## config.mk

```make
export PLATFORM = sky130hd
export DESIGN_NAME = btn_debounce_pulse
export DESIGN_NICKNAME = d
export VERILOG_FILES = /design/src/rtl/btn_debounce_pulse.sv
export SDC_FILE = /design/constraint.sdc
export NUM_CORES = 1
export LEC_CHECK = 0
export CAP_MARGIN = 20
export CORE_MARGIN = 1.5
export CORE_UTILIZATION = 45
export DETAILED_ROUTE_END_ITERATION = 10
export GPL_ROUTABILITY_DRIVEN = 0
export PLACE_DENSITY = 0.65
export SYNTH_ARGS = -nofsm -noshare
export SYNTH_HDL_FRONTEND = slang
export SYNTH_SLANG_ARGS = --single-unit
```

## constraint.sdc

```tcl
create_clock -name clk -period 2.5 [get_ports clk]
set_input_delay 0.75 -clock clk [delete_from_list [all_inputs] [get_ports clk]]
set_output_delay 0.75 -clock clk [all_outputs]
set_load 0.005 [all_outputs]
```

## src/rtl/btn_debounce_pulse.sv

```systemverilog
// Channel-button front end: 2-FF synchroniser, per-button debounce filter and a
// press/hold-to-repeat pulse generator. Each button is handled independently.
module btn_debounce_pulse #(
  parameter int unsigned N_BTN           = 2,
  parameter int unsigned DEBOUNCE_CYCLES = 1000,
  parameter bit          REPEAT_EN       = 1'b1,
  parameter int unsigned REPEAT_DELAY    = 50000,
  parameter int unsigned REPEAT_PERIOD   = 20000
) (
  input  logic             clk,
  input  logic             rstn,
  input  logic [N_BTN-1:0] btn_in,
  output logic [N_BTN-1:0] btn_level,
  output logic [N_BTN-1:0] btn_pulse
);

  localparam int unsigned DW   = $clog2(DEBOUNCE_CYCLES + 1);
  localparam int unsigned HMax = (REPEAT_DELAY > REPEAT_PERIOD) ? REPEAT_DELAY : REPEAT_PERIOD;
  localparam int unsigned HW   = $clog2(HMax + 1);

  localparam logic [DW-1:0] DebLast    = DW'(DEBOUNCE_CYCLES - 1);
  localparam logic [HW-1:0] DelayLast  = HW'(REPEAT_DELAY - 1);
  localparam logic [HW-1:0] PeriodLast = HW'(REPEAT_PERIOD - 1);

  typedef enum logic [1:0] {
    StReleased,
    StFirstHold,
    StRepeat
  } state_e;

  logic [N_BTN-1:0] sync_meta_q;
  logic [N_BTN-1:0] sync_q;

  always_ff @(posedge clk or negedge rstn) begin
    if (!rstn) begin
      sync_meta_q <= '0;
      sync_q      <= '0;
    end else begin
      sync_meta_q <= btn_in;
      sync_q      <= sync_meta_q;
    end
  end

  for (genvar i = 0; i < N_BTN; i++) begin : g_btn
    logic [DW-1:0] dcnt_q, dcnt_d;
    logic          level_q, level_d;
    logic          rise, fall;
    state_e        state_q, state_d;
    logic [HW-1:0] hcnt_q, hcnt_d;
    logic          pulse_q, pulse_d;

    // Any cycle where the synchronised input agrees with the accepted level restarts the count.
    always_comb begin
      dcnt_d  = '0;
      level_d = level_q;
      rise    = 1'b0;
      fall    = 1'b0;
      if (sync_q[i] != level_q) begin
        if (dcnt_q == DebLast) begin
          level_d = sync_q[i];
          rise    = sync_q[i];
          fall    = ~sync_q[i];
        end else begin
          dcnt_d = dcnt_q + 1'b1;
        end
      end
    end

    // The press pulse is decided from the acceptance itself so it lands with the level edge.
    // Release wins over a repeat that would fall due on the same cycle.
    always_comb begin
      state_d = state_q;
      hcnt_d  = hcnt_q;
      pulse_d = 1'b0;
      if (fall) begin
        state_d = StReleased;
        hcnt_d  = '0;
      end else begin
        case (state_q)
          StReleased: begin
            if (rise) begin
              pulse_d = 1'b1;
              hcnt_d  = '0;
              state_d = StFirstHold;
            end
          end
          StFirstHold: begin
            if (REPEAT_EN) begin
              if (hcnt_q == DelayLast) begin
                pulse_d = 1'b1;
                hcnt_d  = '0;
                state_d = StRepeat;
              end else begin
                hcnt_d = hcnt_q + 1'b1;
              end
            end
          end
          StRepeat: begin
            if (hcnt_q == PeriodLast) begin
              pulse_d = 1'b1;
              hcnt_d  = '0;
            end else begin
              hcnt_d = hcnt_q + 1'b1;
            end
          end
          default: begin
            state_d = StReleased;
            hcnt_d  = '0;
          end
        endcase
      end
    end

    always_ff @(posedge clk or negedge rstn) begin
      if (!rstn) begin
        dcnt_q  <= '0;
        level_q <= 1'b0;
        state_q <= StReleased;
        hcnt_q  <= '0;
        pulse_q <= 1'b0;
      end else begin
        dcnt_q  <= dcnt_d;
        level_q <= level_d;
        state_q <= state_d;
        hcnt_q  <= hcnt_d;
        pulse_q <= pulse_d;
      end
    end

    assign btn_level[i] = level_q;
    assign btn_pulse[i] = pulse_q;
  end

endmodule

```

==> qor.txt <==
Number of instances in the synthesized netlist = 387
Fin util = 50.6%
Number of global-route vias before repair = 2832
Post-route clock skew = 0.0113 ns
Cts bufs inserted = 9
Post-synth EDFFs = 0
Sequential area share after synthesis = 42.9%
Count of inserted antenna diode cells = 0
Sinks on the clock net = 64
Buffers inserted by post-CTS timing repair = 0
CTS Hold Bufs = 0
Peak Freq = 428 MHz
Number of buffers inserted by port buffering = 7
Total number of vias = 2893
Post-synth ARST share = 100%
Remaining global-route overflow = 0
Reported leakage power = 1.76 nW
Combinational Power Share = 2.8%
Placeable core region = 8130 um^2
Slowest CP cell = sky130_fd_sc_hd__or4_4
Cell area after synthesis = 3730 um^2
Global-route total usage across every layer = 19.0%
Slew of the pin with the lowest slew margin = 0.918 ns
Maximum cell stage delay along the critical path = 0.58 ns
Layout cell share with drive strength beyond 1 = 11.3%
Top cell type by total area after synthesis = sky130_fd_sc_hd__dfrtp_1
Worst path arrival time = 2.56 ns
Final setup margin = 0.164 ns
Critical path endpoint category = register
Switching power of the nets = 0.459 mW
Final critical-path required period = 2.34 ns
Post-placement setup slack = 0.173 ns
Portion of total power attributed to sequential cells = 54.6%
X dimension of the die = 94.0 um
Worst IR Drop VDD = 0.285 mV
Ys flop type = sky130_fd_sc_hd__dfrtp_1
Max-slew violation total from the final report = 0
CP Cell Sequence = ha_1, nand4b_1, or4_4, a22oi_4, nor3_2, a221o_1
Type of the worst min-delay path = in2async
Share of the synthesized area in the top cell type = 42.9%
Share of the clock period used by the worst path after layout = 93.4%
Count of filler cells inserted in the layout = 748
Syn. warnings = 0
Die area = 8840 um^2
Number of vias per cell after detailed routing = 5.66
Count of cells resized by post-cts repair = 0
Final-layout worst hold slack = 0.319 ns
Clock H-tree levels = 3
Number of library cell types mapped by synthesis = 58
Worst-skew pair later-pin latency = 0.34 ns
Setup CP Type = reg2reg
Number of core rows = 33
Pwr/cell area = 470 nW/um^2
Detailed Place HPWL = 5200 um
Maximum number of pins on one net before global-route repair = 33
Final hold viol count = 0
Status = finished clean
Largest buffer count on any clock path = 2
Category of the worst setup path launch point = register
Number of synthesized register bits = 64
Final setup violation count = 0
Detailed-router iteration count before antenna repair = 5
Area growth from synthesis to layout = 10.3%
Clock transition at path regs = 0.07 ns
Max-Slew Margin vs Limit = 38.5%
Number of antenna violations at the first check in global routing = 0
Internal = 1.47 mW
Sum of negative setup slack = 0 ns
Vert. Die Dim = 94.0 um
Number of nets in the finished design = 419
Num ports = 8
Average detailed-routed wire length per instance = 14.7 um
Antenna Nets Post-Route = 0
Setup repair after global routing missed its margin = no
Syn Area/Cell = 9.64 um^2
Cell chosen for the clock root = sky130_fd_sc_hd__clkbuf_8
Worst-path maximum fanout = 14
Max-cap violations = 0
TritonCTS clock tree = done
Clock share of power = 42.6%
Total wire length after detailed routing = 7530 um
Synthesized netlist net count = 405
Final routed DRC violation total = 0
CP Data Required Time = 2.73 ns
First-pass GRT wire length = 13100 um
Proportion of total power due to net switching = 23.7%
Commonest cells after routing, fill and taps aside = sky130_fd_sc_hd__dfrtp_1 (64), sky130_fd_sc_hd__nand2_1 (42), sky130_fd_sc_hd__nor2_1 (41)
Starting DRC count in detailed routing = 135
Main area contributors after synthesis = sky130_fd_sc_hd__dfrtp_1 (43%), sky130_fd_sc_hd__ha_1 (4.7%), sky130_fd_sc_hd__a22o_1 (4.2%)
Initial standard-cell utilization of the core = 45.9%
Leading cell type in the layout, fill and taps excluded = sky130_fd_sc_hd__dfrtp_1
==> power groups by stage <==
stage	combinational (mW)	sequential [mW]	clock, mW
final	0.0548	1.06	0.823
after CTS	0.0579	1.06	0.862
after global placement	0.0565	1.08	0
after detailed placement	0.0579	1.08	0
after global routing	0.0657	1.06	0.901
after floorplan	0.0234	1.07	0
==> Yosys cell counts, drive strengths merged, types with 6 or more instances <==
master and count:
dfrtp 64, nand2 42, nor2 41, nor3 22, a22o 18, nand3 17
ha 14, o31ai 14, inv 13, and3 12, o21ai 11, a221o 10
buf 10, xor2 10, clkbuf 7, nand4 7, nor2b 7, or3 6
xnor2 6
==> critical path, delay by kind of cell, from the launching register on <==
| kind | cells | cell delay (ns) |
|---|---|---|
| flops | 1 | 0.40 |
| compound gates | 2 | 0.66 |
| fa+ha+maj | 1 | 0.23 |
| simple gates | 3 | 0.93 |
==> path summary, 6_finish.rpt <==
kind / cells past startpoint / startpoint / end / slack, ns
setup / recovery: 6 / g_btn[1].hcnt_q[0]$_DFFE_PN0P_ / g_btn[1].hcnt_q[9]$_DFFE_PN0P_ / 0.16
hold / removal: 1 / rstn / g_btn[0].level_q$_DFFE_PN0P_ / 0.32
setup reg to reg: 6 / g_btn[1].hcnt_q[0]$_DFFE_PN0P_ / g_btn[1].hcnt_q[9]$_DFFE_PN0P_ / 0.16
hold reg to reg: 0 / sync_meta_q[0]$_DFF_PN0_ / sync_q[0]$_DFF_PN0_ / 0.35
max in group asynchronous: 2 / rstn / g_btn[1].dcnt_q[7]$_DFF_PN0_ / 1.60
min in group clk: 0 / sync_meta_q[0]$_DFF_PN0_ / sync_q[0]$_DFF_PN0_ / 0.35
==> state kept, by name, indices dropped and copies added, names as in the netlist <==
signal	cells
g_btn.dcnt_q	20
g_btn.level_q	2
sync_meta_q	2
sync_q	2
g_btn.state_q	4
g_btn.hcnt_q	32
g_btn.pulse_q	2
==> kinds of logic after synthesis <==
logic type                 synth area share, %
muxes                                     1.17
DFF                                       42.9
buffers and inverters                     4.09
adders and majority gates                 4.70
and+or+nand+nor                           27.3
AOI/OAI and AO/OA                         16.0
xor gates and xnor gates                  3.76
==> layer usage <==
metal,up-vias,track usage [%],share of wire [%]
met5,-,0,0
met4,0,7.96,1.6
met3,11,4.21,2.5
met2,25,31.0,47
met1,1412,24.3,49
li1,1445,-,-
==> per-stage QoR <==
stage | area [um^2] | cells | total power, mW
after detailed placement | 3930 | 495 | 1.13
final | 4120 | 511 | 1.93
after global routing | 4120 | 511 | 2.02
after floorplan | 3730 | 387 | 1.10
after CTS | 4120 | 511 | 1.98
after global placement | 3930 | 495 | 1.13
==> area by class of cell <==
type / count / area (um^2) / share of cell area (%)
Clock inverter: 5 / 31.3 / 0.760
Multi-Input combinational cell: 293 / 1980 / 48.0
Clock buffer: 11 / 151 / 3.68
Sequential cell: 64 / 1600 / 38.9
Timing Repair Buffer: 20 / 175 / 4.26
Tap cell: 105 / 131 / 3.19
Inverter: 13 / 48.8 / 1.19
Note: power is estimated with default switching activity, not from simulation.
==> edit (same settings) <==
Set the parameter `REPEAT_DELAY` to 100000 (it was 50000).
--- a/src/rtl/btn_debounce_pulse.sv
+++ b/src/rtl/btn_debounce_pulse.sv
@@ -4,7 +4,7 @@
   parameter int unsigned N_BTN           = 2,
   parameter int unsigned DEBOUNCE_CYCLES = 1000,
   parameter bit          REPEAT_EN       = 1'b1,
-  parameter int unsigned REPEAT_DELAY    = 50000,
+  parameter int unsigned REPEAT_DELAY    = 100000,
   parameter int unsigned REPEAT_PERIOD   = 20000
 ) (
   input  logic             clk,
Behaviour: no difference found for any inputs over 10 cycles, from zero or initial values and one cycle with rstn low; that may be too few to reach the edited logic, so the function may still have changed.
==> edit against the unedited design <==
  * Sequential cell count grew 2
  * Worst setup slack better by 0.10 ns
  * Total power grew 5.7%
  * Clock power grew 9.6%
  * Final area up 4.8%
  * Synthesized area grew 5.0%
  * Wire length up 8.0%
  * Via count up 8.6%
==> edit: results (changes against the unedited design) <==
* Post-synth top cells: 66 x dfrtp_1, 56 x nand2_1, 43 x nor2_1
* Inst Count DP at 528 (+6.7%)
* Top Registers: g_btn.hcnt_q x34, g_btn.dcnt_q x20, g_btn.state_q x4
* Global-route wire length before repair at 14.2 mm (+8.1%)
* Combinational power at 52.5 uW (-4.2%)
* Dpl hpwl at 5.49 mm (+5.6%)
* Worst vdd ir at 0.000335 V (+18%)
* WP data arrival at 2.46 ns (-0.10 ns)
* Layout filler cell count at 769 (+2.8%)
* Leak at 1.71 nW (-3.2%)
* Sequential share of the synthesized area at 42.2% (-0.77 points)
* Outcome: completed
* Worst slack, placed at 0.290 ns (+0.117 ns)
* DR vias at 3141 (+8.6%)
* Share of power burned in the clock network at 44.2% (+1.6 points)
* Hold Crit Class: reg -> reg
* Post-Synthesis Net Count at 443 (+9.4%)
* CP peak stage delay at 0.65 ns (+0.07 ns)
* Reg2Reg Depth at 7 (+1)
* Clock Skew at 0.0118 ns (+0.000404 ns)
* Pin count of the biggest net entering global routing at 34 (+3.0%)
* Synth Instances at 425 (+9.8%)
* Final hold slack at 0.348 ns (+0.0285 ns)
* Area Growth Syn to Fin at 10.1%
* Tot GR Track Use at 19.5% (+0.51 points)
* Synth top area cells: dfrtp_1 42%, o211ai_1 5.6%, nand2_1 5.4%
* Max_slew headroom at 57.0% (+19 points)
* Layout Nets at 452 (+7.9%)
* Pint at 1.58 mW (+7.4%)
* Final WL at 8.13 mm (+8.0%)
* Iteration-0 DRC Markers at 118 (-13%)
[edit: layer usage]
metal / vias up / track usage [%] / routed length (um)
met5: - / 0 / 0
met4: 0 / 8.70 / 109
met3: 12 / 4.50 / 235
met2: 43 / 31.8 / 3840
met1: 1499 / 24.7 / 3940
li1: 1587 / - / -
[edit: critical path, delay by kind of cell, from the launching register on]
family | cells | cell delay (ns)
buf+inv | 1 | 0.22
fa+ha+maj | 1 | 0.22
flops | 1 | 0.39
simple gates | 2 | 0.38
compound gates | 3 | 0.89
[edit: logic make-up after synthesis]
logic type,share of synthesized area (%)
AO/OA/AOI/OAI,19.3
XOR/XNOR,4.03
adder cells (fa/ha/maj),4.47
buffers and inverters,4.34
flip-flops,42.2
multiplexers,0.863
AND/OR/NAND/NOR,24.8
[edit: layout make-up]
class	count	share of cell area, %
clock buffer	12	3.37
inverter	15	1.31
tap	105	3.05
timing repair buffer	21	4.24
multi-input combinational	321	48.6
clock inverter	4	1.19
sequential	66	38.3
